File: config.mk
export PLATFORM = sky130hd
export DESIGN_NAME = arb_wrr_scheduler
export DESIGN_NICKNAME = d
export VERILOG_FILES = /design/src/rtl/arb_pkg.sv /design/src/rtl/arb_rr_pick.sv /design/src/rtl/arb_wrr_scheduler.sv
export SDC_FILE = /design/constraint.sdc
export NUM_CORES = 1
export LEC_CHECK = 0
export CAP_MARGIN = 20
export CORE_MARGIN = 2
export CORE_UTILIZATION = 50
export DETAILED_ROUTE_END_ITERATION = 6
export DONT_BUFFER_PORTS = 1
export MAX_ROUTING_LAYER = met4
export PLACE_DENSITY = 0.68
export SETUP_SLACK_MARGIN = 0.05
export SYNTH_ARGS = -nofsm -noshare
export SYNTH_HDL_FRONTEND = slang
export SYNTH_SLANG_ARGS = --single-unit
File: constraint.sdc
create_clock -name ACLK -period 3 [get_ports ACLK]
set_input_delay 0.45 -clock ACLK [delete_from_list [all_inputs] [get_ports ACLK]]
set_output_delay 0.45 -clock ACLK [all_outputs]
set_load 0.02 [all_outputs]
File: src/rtl/arb_pkg.sv
// Shared types and helpers for the weighted round-robin arbiter slice:
// FSM state encoding, index-width sizing and one-hot decoding.
package arb_pkg;

  typedef enum logic {
    ARB_IDLE  = 1'b0,
    ARB_GRANT = 1'b1
  } arb_state_e;

  // A single requester still needs a 1-bit index port.
  function automatic int clog2_min1(input int n);
    return (n <= 2) ? 1 : $clog2(n);
  endfunction

  function automatic int oh_to_idx(input logic [31:0] oh);
    int idx;
    idx = 0;
    for (int i = 0; i < 32; i++) begin
      if (oh[i]) idx = idx | i;
    end
    return idx;
  endfunction

endpackage

File: src/rtl/arb_rr_pick.sv
// Combinational round-robin picker: first set candidate at or after ptr,
// wrapping past N-1, via rotate / find-first / unrotate.
module arb_rr_pick
  import arb_pkg::*;
#(
  parameter int N     = 3,
  parameter int IDX_W = 2
) (
  input  logic [N-1:0]     cand,
  input  logic [IDX_W-1:0] ptr,
  output logic [N-1:0]     win_oh,
  output logic [IDX_W-1:0] win_idx
);

  logic [N-1:0] rot;
  logic [N-1:0] first;
  logic         found;

  function automatic int wrap(input int v);
    return (v >= N) ? v - N : v;
  endfunction

  always_comb begin
    // NOTE: every combinational output gets a default before any branch so no latch is inferred.
    rot    = '0;
    first  = '0;
    win_oh = '0;
    found  = 1'b0;
    for (int i = 0; i < N; i++) begin
      rot[i] = cand[wrap(i + int'(ptr))];
    end
    for (int i = 0; i < N; i++) begin
      if (rot[i] && !found) begin
        first[i] = 1'b1;
        found    = 1'b1;
      end
    end
    for (int i = 0; i < N; i++) begin
      if (first[i]) win_oh[wrap(i + int'(ptr))] = 1'b1;
    end
  end

  assign win_idx = IDX_W'(oh_to_idx(32'(win_oh)));

endmodule

File: src/rtl/arb_wrr_scheduler.sv
// Weighted round-robin scheduler for one shared channel: per-requester credit,
// rotating priority pointer, one registered grant held until accepted.
module arb_wrr_scheduler
  import arb_pkg::*;
#(
  parameter  int P_REQUESTER_NUM = 3,
  parameter  int P_WEIGHT_W      = 4,
  localparam int P_IDX_W         = clog2_min1(P_REQUESTER_NUM)
) (
  input  logic                                  ACLK,
  input  logic                                  ARESETN,
  input  logic [P_REQUESTER_NUM-1:0]            req_i,
  input  logic [P_REQUESTER_NUM*P_WEIGHT_W-1:0] weight_i,
  input  logic                                  grant_ready_i,
  output logic                                  grant_valid_o,
  output logic [P_REQUESTER_NUM-1:0]            grant_oh_o,
  output logic [P_IDX_W-1:0]                    grant_idx_o,
  output logic                                  round_done_o
);

  localparam int N = P_REQUESTER_NUM;
  localparam int W = P_WEIGHT_W;

  arb_state_e         state_q, state_d;
  logic [P_IDX_W-1:0] ptr_q, ptr_d;
  logic [N-1:0]       completed_q, completed_d;
  logic [W-1:0]       used_q [N];
  logic [W-1:0]       used_d [N];
  logic [W-1:0]       weight_q [N];
  logic [W-1:0]       weight_d [N];
  logic               grant_valid_q, grant_valid_d;
  logic [N-1:0]       grant_oh_q, grant_oh_d;
  logic [P_IDX_W-1:0] grant_idx_q, grant_idx_d;
  logic               round_done_q, round_done_d;

  logic [N-1:0]       eligible, pick_cand, pick_oh;
  logic [P_IDX_W-1:0] pick_idx;
  logic               all_used_zero;
  logic [W:0]         used_inc;
  logic [W-1:0]       eff_weight;

  // Once every pending requester has spent its credit, restart the round from req_i.
  assign eligible  = req_i & ~completed_q;
  assign pick_cand = (eligible != '0) ? eligible : req_i;

  arb_rr_pick #(.N(N), .IDX_W(P_IDX_W)) u_pick (
    .cand    (pick_cand),
    .ptr     (ptr_q),
    .win_oh  (pick_oh),
    .win_idx (pick_idx)
  );

  always_comb begin
    all_used_zero = 1'b1;
    for (int i = 0; i < N; i++) begin
      if (used_q[i] != '0) all_used_zero = 1'b0;
    end
  end

  always_comb begin
    state_d       = state_q;
    ptr_d         = ptr_q;
    completed_d   = completed_q;
    used_d        = used_q;
    weight_d      = weight_q;
    grant_valid_d = grant_valid_q;
    grant_oh_d    = grant_oh_q;
    grant_idx_d   = grant_idx_q;
    round_done_d  = 1'b0;
    eff_weight    = (weight_q[grant_idx_q] == '0) ? W'(1) : weight_q[grant_idx_q];
    used_inc      = {1'b0, used_q[grant_idx_q]} + 1'b1;

    // Weights are sampled only while no credit is spent, so a round sees one set.
    if (all_used_zero) begin
      for (int i = 0; i < N; i++) weight_d[i] = weight_i[i*W +: W];
    end

    unique case (state_q)
      ARB_IDLE: begin
        if (req_i != '0) begin
          if (eligible == '0) begin
            completed_d  = '0;
            for (int i = 0; i < N; i++) used_d[i] = '0;
            round_done_d = 1'b1;
          end
          grant_valid_d = 1'b1;
          grant_oh_d    = pick_oh;
          grant_idx_d   = pick_idx;
          state_d       = ARB_GRANT;
        end
      end
      ARB_GRANT: begin
        if (grant_ready_i) begin
          used_d[grant_idx_q] = used_inc[W-1:0];
          if (used_inc >= {1'b0, eff_weight}) begin
            completed_d[grant_idx_q] = 1'b1;
            ptr_d = (grant_idx_q == P_IDX_W'(N - 1)) ? '0 : grant_idx_q + 1'b1;
          end
          if (&(completed_d | ~req_i)) begin
            completed_d  = '0;
            for (int i = 0; i < N; i++) used_d[i] = '0;
            round_done_d = 1'b1;
          end
          grant_valid_d = 1'b0;
          grant_oh_d    = '0;
          grant_idx_d   = '0;
          state_d       = ARB_IDLE;
        end
      end
      default: state_d = ARB_IDLE;
    endcase
  end

  always_ff @(posedge ACLK or negedge ARESETN) begin
    if (!ARESETN) begin
      state_q       <= ARB_IDLE;
      ptr_q         <= '0;
      completed_q   <= '0;
      // NOTE: the credit and weight arrays are tiny flop banks, not RAM, so they take reset values.
      for (int i = 0; i < N; i++) begin
        used_q[i]   <= '0;
        weight_q[i] <= W'(1);
      end
      grant_valid_q <= 1'b0;
      grant_oh_q    <= '0;
      grant_idx_q   <= '0;
      round_done_q  <= 1'b0;
    end else begin
      // NOTE: state registers use non-blocking assignments; the next-state logic above uses blocking.
      state_q       <= state_d;
      ptr_q         <= ptr_d;
      completed_q   <= completed_d;
      used_q        <= used_d;
      weight_q      <= weight_d;
      grant_valid_q <= grant_valid_d;
      grant_oh_q    <= grant_oh_d;
      grant_idx_q   <= grant_idx_d;
      round_done_q  <= round_done_d;
    end
  end

  assign grant_valid_o = grant_valid_q;
  assign grant_oh_o    = grant_oh_q;
  assign grant_idx_o   = grant_idx_q;
  assign round_done_o  = round_done_q;

endmodule

==> key figures <==
Floorplanning
  – Total core area: between 4000 and 5000 sq um
  – Die Span Y: ~70 microns
  – Die width: roughly 70 microns
  – Die area: just under 5000 sq um
  – Starting Density: 0.528
  – IO Count: 25
  – Row count: 23

Place
  – Placed Area: approximately 2200 sq um
  – PortBufs: 0
  – Placed cell count: ~270
  – Detailed Place HPWL: about 3.7 mm
  – Routability cong.: around 0.93

Power
  – Power density over the cells: roughly 1100 nW/um^2
  – Int Pwr: around 1.6 mW
  – Switching Fraction: 0.412
  – Tot Pwr: 2.75 mW
  – Pleak: 1.05 nW
  – NetSw: between 1 and 1.5 mW
  – Reg power frac: 0.305
  – Gate power share: 0.558
  – Clk pwr share: 0.137
  – VDD IR-drop max: between 0.6 and 0.7 mV

Critical path
  – WP data required: 3180 ps
  – Crit path capture type: register
  – Startpoint types: register
  – Critical path class: reg2reg
  – Worst Path Max Fanout: 8
  – Arrival @ worst endpoint: about 3100 ps

Timing
  – Slew headroom: 0.457
  – Min Hold Slack: 259 ps
  – Final period utilization: 0.969
  – # setup viols final: 0
  – Hold Violations, Final: 0
  – FMAX: between 300 and 400 MHz
  – Slew @ Worst Pin: slightly above 800 ps
  – Slew Limit Fails: 0
  – RSZ-0062 raised after global routing: yes
  – Final period demand of the worst path: 2910 ps
  – Post-route clock skew: approximately 4.6 ps

Synthesis
  – Async SR Flop Fraction: 1.00
  – Post-synth EDFFs: 0
  – Top FF cell, synth: dfrtp_1
  – Synth top area share: 0.371
  – Area leader, netlist: dfrtp_1
  – Mapped Area: about 2200 sq um
  – Synth area leaders: dfrtp_1 37%, mux2_2 7.3%, ha_1 5.2%
  – Syn nets: between 200 and 250
  – YS warnings: 0
  – Post-synthesis sequential area ratio: 0.408
  – Distinct cells, synth: approximately 50
  – Seq cells post-synth: 35
  – Mean Syn Cell Area: between 9 and 10 sq um
  – Syn Inst Count: 219

Routing
  – DRC: 0
  – Pre-Repair DR Iteration Count: 4
  – Routed Antenna Nets: 0
  – Avg WL per Cell: 18.5 microns
  – Detailed-route via count: 1798
  – Post-Route WL: 5.28 mm
  – Iteration-0 DRC count of the detailed router: about 130
  – Via density: around 6.3

Finish
  – FILL cells: between 300 and 400
  – Synth-to-layout area growth: 19.7%
  – Share of layout cells above drive strength 1: 0.315
  – Most common cell after layout, fill and taps aside: dfrtp_1
  – Ant diodes: 0
  – Most frequent cells in the layout: 30 x dfrtp_1, 29 x nand2_1, 14 x mux2_2, 13 x buf_4, 9 x nor2_1
  – Final Instance Count excl. Fillers: around 290
  – Nets: 261
  – Finished Cell Area: ~2600 sq um

Global routing
  – All-Layer GR Usage: 0.227
  – First-pass GRT wire length: roughly 8.6 mm
  – Initial antenna violation count: 0
  – Largest net degree at the start of global routing: 36
  – Vias in the first global route: 1765
  – Gr ovfl total: 0

Clock tree
  – CTS tree: built
  – Clock Sinks: 35
  – CTS buffer count: 5
  – Clock buffer depth: 2
  – Root Buffer Master: clkbuf_8
  – H-tree depth: 2
  – Worst-path clk slew: approximately 70 ps
  – Worst skew pair latency: just under 300 ps

Job
  – Max_cap viols: 0

Run status
  – Status: finished clean

Worst hold path
  – Tightest Hold Check Type: in2reg
[Yosys cell counts (all sizes together), types with 4 or more instances]
cell type and instances:
a21oi 9, a31oi 5, buf 10, dfrtp 32
ha 9, inv 5, mux2 14, mux2i 9
nand2 29, nand2b 5, nand3 4, nor2 12
nor2b 8, o21ai 10, o22ai 10
[state kept, by name (all words and copies together), names as in the netlist]
name / count
ptr_q: 2
round_done_o: 1
used_q: 12
grant_valid_o: 1
completed_q: 3
weight_q: 12
grant_oh_o: 3
state_q: 1
[per-layer routing]
metal	GRT usage	vias up	wire length [microns]
met4	0.0919	0	94
met3	0.0494	14	316
li1	-	834	-
met5	-	-	0
met1	0.296	875	2330
met2	0.344	75	2550
[critical path, cell delays in order (launching register included)]
cell and delay [ps]:
dfrtp_2 500, buf_4 180, nor2b_4 150, o2bb2ai_2 140, ha_2 240, xor2_2 100, ha_4 280, nand2_1 50
o21ai_1 120, a32o_2 230, o21ai_4 90, buf_6 150, a221oi_4 270, buf_6 220, o22ai_2 80
[through the flow]
| step | setup slack [ps] | setup TNS (ps) | util |
|---|---|---|---|
| 3_5_place_dp | 5.29 | 0 | 0.547 |
| 6_report | 94.4 | 0 | 0.632 |
| 2_1_floorplan | 110 | 0 | - |
| 3_3_place_gp | 155 | 0 | 0.547 |
| 4_1_cts | 65.0 | 0 | 0.587 |
| 5_1_grt | -16.7 | -70.4 | 0.632 |
[power by group through the flow]
stage          Sequential, mW  Clock (mW)  Combinational, mW
6_report                0.838       0.378               1.53
5_1_grt                 0.864       0.398               1.68
4_1_cts                 0.823       0.382               1.32
3_5_place_dp            0.831           0               1.27
3_3_place_gp            0.821           0               1.21
2_1_floorplan           0.784           0               1.07
[cell type report]
type,instances,area [sq um],area share
clock buffer,7,96.3,0.0373
clock inverter,1,7.51,0.00291
inverter,5,18.8,0.00727
multi-input combinational,166,1320,0.511
sequential,35,882,0.342
tap,50,62.6,0.0242
timing repair buffer,21,195,0.0756
[kinds of logic after synthesis]
logic type | synth area share
muxes | 0.115
AOI/OAI and AO/OA | 0.203
xor gates and xnor gates | 0.0122
DFF | 0.408
adders and majority gates | 0.0522
and+or+nand+nor | 0.164
buffers and inverters | 0.0458
[path summary, 6_finish.rpt]
kind / startpoint / end / cells after the start / slack, ps
max in group asynchronous: ARESETN / weight_q[0]$_DFFE_PN1P_ / 2 / 2150
worst min register to register: weight_q[10]$_DFFE_PN0P_ / weight_q[10]$_DFFE_PN0P_ / 1 / 510
worst min-delay path: grant_ready_i / state_q$_DFF_PN0_ / 1 / 260
min in group asynchronous: ARESETN / used_q[0]$_DFFE_PN0P_ / 2 / 600
worst max register to register: grant_oh_o[1]$_DFFE_PN0P_ / used_q[6]$_DFFE_PN0P_ / 14 / 90
worst max-delay path: grant_oh_o[1]$_DFFE_PN0P_ / used_q[6]$_DFFE_PN0P_ / 14 / 90
[repair_timing]
| item | CTS | global route |
|---|---|---|
| buffers inserted | 3 | 5 |
| gates resized for setup | 2 | 30 |
| cloned | 0 | 1 |
| pin swaps | 1 | 5 |
| endpoints found under the setup margin | 9 | 18 |
| hold buffers | 2 | 0 |
| endpoints found under the hold margin | 35 | 0 |
Note: power is estimated with default switching activity, not from simulation.
